[config.mk]
export PLATFORM = sky130hd
export DESIGN_NAME = fifo_sync_ctrl
export DESIGN_NICKNAME = d
export VERILOG_FILES = /design/src/rtl/fifo_sync_ctrl.sv
export SDC_FILE = /design/constraint.sdc
export NUM_CORES = 1
export LEC_CHECK = 0
export BUFFER_PORTS_ARGS = -buffer_cell sky130_fd_sc_hd__buf_2
export CAP_MARGIN = 10
export CORE_MARGIN = 3
export CORE_UTILIZATION = 30
export CTS_BUF_LIST = sky130_fd_sc_hd__clkbuf_8 sky130_fd_sc_hd__clkbuf_16
export CTS_CLUSTER_SIZE = 12
export DETAILED_ROUTE_END_ITERATION = 10
export GPL_TIMING_DRIVEN = 1
export PLACE_DENSITY_LB_ADDON = 0.25
export SETUP_SLACK_MARGIN = 0.5
export SLEW_MARGIN = 15
export SYNTH_ARGS = -nofsm -noshare
export SYNTH_HDL_FRONTEND = slang
export SYNTH_SLANG_ARGS = --single-unit
[constraint.sdc]
create_clock -name clk -period 5 [get_ports clk]
set_input_delay 0.75 -clock clk [delete_from_list [all_inputs] [get_ports clk]]
set_output_delay 0.75 -clock clk [all_outputs]
set_load 0.01 [all_outputs]
[src/rtl/fifo_sync_ctrl.sv]
// Single-clock FIFO controller with occupancy count, thresholds,
// synchronous flush, sticky error flags and FWFT/registered read.
module fifo_sync_ctrl #(
  parameter int WIDTH     = 32,
  parameter int DEPTH     = 8,
  parameter int FWFT      = 1,
  parameter int AF_THRESH = DEPTH - 1,
  parameter int AE_THRESH = 1,
  parameter int CW        = $clog2(DEPTH + 1)
) (
  input  logic             clk,
  input  logic             reset,
  input  logic             flush,
  input  logic             w_valid,
  input  logic [WIDTH-1:0] data_in,
  input  logic             r_ready,
  output logic [WIDTH-1:0] data_out,
  output logic             rd_valid,
  output logic             fifo_full,
  output logic             fifo_empty,
  output logic             almost_full,
  output logic             almost_empty,
  output logic [CW-1:0]    count,
  output logic             overflow,
  output logic             underflow
);

  localparam int AW = (DEPTH > 1) ? $clog2(DEPTH) : 1;

  if (DEPTH < 2 || AF_THRESH < 1 || AF_THRESH > DEPTH ||
      AE_THRESH < 0 || AE_THRESH > DEPTH - 1) begin : g_bad_cfg
    $error("fifo_sync_ctrl: illegal DEPTH/AF_THRESH/AE_THRESH");
  end

  logic [WIDTH-1:0] mem [DEPTH];
  logic [AW-1:0]    wr_ptr;
  logic [AW-1:0]    rd_ptr;
  logic             push_ok;
  logic             pop_ok;
  logic             live;

  // Explicit wrap keeps non-power-of-two depths correct.
  function automatic logic [AW-1:0] ptr_inc(input logic [AW-1:0] p);
    return (p == AW'(DEPTH - 1)) ? '0 : p + 1'b1;
  endfunction

  assign fifo_full    = (count == CW'(DEPTH));
  assign fifo_empty   = (count == '0);
  assign almost_full  = (count >= CW'(AF_THRESH));
  assign almost_empty = (count <= CW'(AE_THRESH));
  assign push_ok      = w_valid & ~fifo_full;
  assign pop_ok       = r_ready & ~fifo_empty;
  assign live         = ~reset & ~flush;

  always_ff @(posedge clk) begin
    if (live && push_ok) mem[wr_ptr] <= data_in;
  end

  always_ff @(posedge clk) begin
    if (reset || flush) begin
      wr_ptr    <= '0;
      rd_ptr    <= '0;
      count     <= '0;
      overflow  <= 1'b0;
      underflow <= 1'b0;
    end else begin
      if (push_ok) wr_ptr <= ptr_inc(wr_ptr);
      if (pop_ok)  rd_ptr <= ptr_inc(rd_ptr);
      unique case (1'b1)
        push_ok && !pop_ok: count <= count + 1'b1;
        pop_ok && !push_ok: count <= count - 1'b1;
        default: ;
      endcase
      if (w_valid && fifo_full)  overflow  <= 1'b1;
      if (r_ready && fifo_empty) underflow <= 1'b1;
    end
  end

  if (FWFT != 0) begin : g_fwft
    logic [WIDTH-1:0] hold_q;

    // Last head word is kept so data_out is stable while empty.
    always_ff @(posedge clk) begin
      if (reset)            hold_q <= '0;
      else if (!fifo_empty) hold_q <= mem[rd_ptr];
    end

    assign data_out = fifo_empty ? hold_q : mem[rd_ptr];
    assign rd_valid = ~fifo_empty;
  end else begin : g_regrd
    logic [WIDTH-1:0] dout_q;
    logic             vld_q;

    always_ff @(posedge clk) begin
      if (reset) begin
        dout_q <= '0;
        vld_q  <= 1'b0;
      end else if (flush) begin
        vld_q  <= 1'b0;
      end else begin
        vld_q <= pop_ok;
        if (pop_ok) dout_q <= mem[rd_ptr];
      end
    end

    assign data_out = dout_q;
    assign rd_valid = vld_q;
  end

endmodule

==> impl_metrics.env <==
export IMPL_status="finished clean"
export IMPL_dpl_cell_count=1315
export IMPL_synth_area_per_cell_um2=16.1
export IMPL_cp_arrival_ns=2.83
export IMPL_p_leak_uw=0.00467
export IMPL_drt_first_pass_iters=5
export IMPL_dieArea_um2=42500
export IMPL_syn_num_nets=789
export IMPL_cp_cell_sequence="buf_12, mux2_2, o22ai_1, a221o_1, o21ai_1, buf_2"
export IMPL_ys_seq_area_share_pct=71.9
export IMPL_cts_tree="yes"
export IMPL_setup_tns_final_ns=0
export IMPL_die_h_um=206
export IMPL_rr_worst_depth=7
export IMPL_stdcell_count=1376
export IMPL_synthFlopType="edfxtp_1"
export IMPL_fin_nets=879
export IMPL_dp_hpwl_um=15700
export IMPL_die_x_um=206
export IMPL_start_util_pct=30.7
export IMPL_cts_resized=0
export IMPL_reg2reg_slack_ns=2.06
export IMPL_slew_headroom_pct=25.9
export IMPL_synth_top_area_share_pct=64.0
export IMPL_end_kind="primary output"
export IMPL_drt_initial_drc_count=324
export IMPL_antenna_left=0
export IMPL_peakVddDrop_mv=0.210
export IMPL_cap_violations=0
export IMPL_clock_skew_ns=0.0191
export IMPL_regToRegStartpoint="count[0]"
export IMPL_fmaxAchievable_mhz=279
export IMPL_worst_hold_startpoint="g_fwft.hold_q[17]"
export IMPL_synth_edf_count=256
export IMPL_timing_final_crit_share_pct=71.6
export IMPL_via_per_inst=4.69
export IMPL_slew_violations=0
export IMPL_clk_latency_ns=0.51
export IMPL_hp_class="register to register"
export IMPL_ioPinCount=80
export IMPL_worst_pin_slew_ns=1.11
export IMPL_ys_types=41
export IMPL_crit_type="register to primary output"
export IMPL_timing_hold_ws_ns=0.450
export IMPL_cts_hold_buf=0
export IMPL_io_buffers=79
export IMPL_whs_path_depth=2
export IMPL_slowest_delay_ns=0.81
export IMPL_powerDensity_nw_per_um2=390
export IMPL_final_hold_violation_count=0
export IMPL_grt_use_total_pct=12.4
export IMPL_rsz0062_at_grt="no"
export IMPL_whs_endpoint="g_fwft.hold_q[17]"
export IMPL_netlist_top_cells_count="edfxtp_1, nand2_1, mux2i_1, mux2_2, dfxtp_1"
export IMPL_post_cts_repair_setup_buffers=0
export IMPL_cp_max_fo=49
export IMPL_crit_required_ns=4.25
export IMPL_setup_ws_ns=1.42
export IMPL_drc=0
export IMPL_wire_per_inst_um=19.0
export IMPL_synthTopCellsByArea="edfxtp_1, dfxtp_1, mux2_2, mux2i_1, nand2_1"
export IMPL_cts_root_buf="clkbuf_16"
export IMPL_grt_max_degree=67
export IMPL_crit_path_top_delay_cell="dfxtp_4"
export IMPL_startpoint_type="register"
export IMPL_clk_path_buf_depth=3
export IMPL_cts_max_level=2
export IMPL_async_reset_ff_share_pct=0
export IMPL_cts_sinks=303
export IMPL_antenna_found_initial=1
export IMPL_synthesis_area_um2=12000
export IMPL_grt_pass1_vias=6699
export IMPL_synth_most_common_cell="edfxtp_1"
export IMPL_finalSetupViolations=0
export IMPL_post_place_ws_ns=1.39
export IMPL_synth_area_leader_cell="edfxtp_1"
export IMPL_row_count=72
export IMPL_path_clk_slew_ns=0.06
export IMPL_ys_ff_latch=303
export IMPL_syn_inst=744
export IMPL_routed_wl_um=26100
export IMPL_overflow=0
export IMPL_place_congestion=0.721
export IMPL_yosys_warnings=0
export IMPL_vias=6448
export IMPL_core_region_area_um2=39100
export IMPL_drive_gt1_share_pct=28.2
export IMPL_antennaDiodeCount=0
export IMPL_grt_pass1_wl_um=39900
export IMPL_fin_crit_ns=3.58
export IMPL_syn_to_final_growth_pct=17.0
export IMPL_reg2reg_to="mem[1][1]"
export IMPL_cts_made_buffers=35
## cells in the final DEF, fill, tap and decap left out, types with 9 or more instances in the layout
| cell | count |
|---|---|
| buf_4 | 19 |
| inv_1 | 18 |
| o31ai_2 | 19 |
| mux2i_1 | 66 |
| a21oi_1 | 9 |
| o21ai_0 | 16 |
| mux2_2 | 64 |
| dfxtp_1 | 46 |
| o21ai_1 | 17 |
| nand2_1 | 73 |
| a221o_1 | 22 |
| o31ai_1 | 13 |
| buf_2 | 79 |
| edfxtp_1 | 256 |
| o221ai_1 | 10 |
| a22oi_1 | 10 |
| clkbuf_16 | 37 |
| o22ai_1 | 22 |
## how the worst max path moves through the flow
| stage | start | end | slack [ns] | cells after the start |
|---|---|---|---|---|
| 6_report | register | data_out[22] | 1.42 | 6 |
| 4_1_cts | register | data_out[31] | 1.36 | 5 |
| 5_1_grt | register | data_out[22] | 1.23 | 6 |
| 2_1_floorplan | reset | mem[0][0] | 0.73 | 4 |
| 3_5_place_dp | reset | mem[1][22] | 1.39 | 5 |
| 3_3_place_gp | reset | mem[1][26] | 1.40 | 5 |
## metrics by stage
stage	utilization, %	instance area, um2	power, uW
6_report	35.9	14000	5470
5_1_grt	35.9	14000	5720
4_1_cts	35.9	14000	5560
3_5_place_dp	33.2	13000	3190
2_1_floorplan	-	12000	3060
3_3_place_gp	33.2	13000	3190
## cell families after synthesis
| group | synth area share (%) |
|---|---|
| simple gates | 3.98 |
| compound gates | 9.00 |
| flops | 71.9 |
| xor+xnor | 0.219 |
| mux | 11.5 |
| buf+inv | 2.59 |
| fa+ha+maj | 0.834 |
## critical path, delay by kind of cell (launching register included)
kind                   cells  cell delay, ns
multiplexers               1            0.39
AO/OA/AOI/OAI              3            0.53
flip-flops                 1            0.81
buffers and inverters      2            0.51
## sequential cells by signal, indices dropped and copies added, names as in the netlist, named ones only
signal and flops:
wr_ptr 3, count 4, overflow 1, g_fwft.hold_q 32
underflow 1, rd_ptr 3, mem 256
## routing by layer
layer | part of all wire [%] | track usage [%] | vias up
met1 | 44 | 16.2 | 3211
li1 | - | - | 3085
met4 | 2.1 | 3.54 | 2
met3 | 3.9 | 2.52 | 39
met5 | 0.050 | 0 | -
met2 | 49 | 20.8 | 111
## power by group
part | switching (uW) | total, uW | internal (uW)
logic | 209 | 331 | 122
clock network | 951 | 2340 | 1390
registers | 23.0 | 2800 | 2770
total | 1180 | 5470 | 4290
## cell type report
type,instances,area [um2]
clock buffer,38,940
timing repair buffer,99,558
tap,518,648
sequential,303,8630
clock inverter,23,123
multi-input combinational,390,3130
fill,3761,25100
inverter,5,18.8
Note: power is estimated with default switching activity, not from simulation.
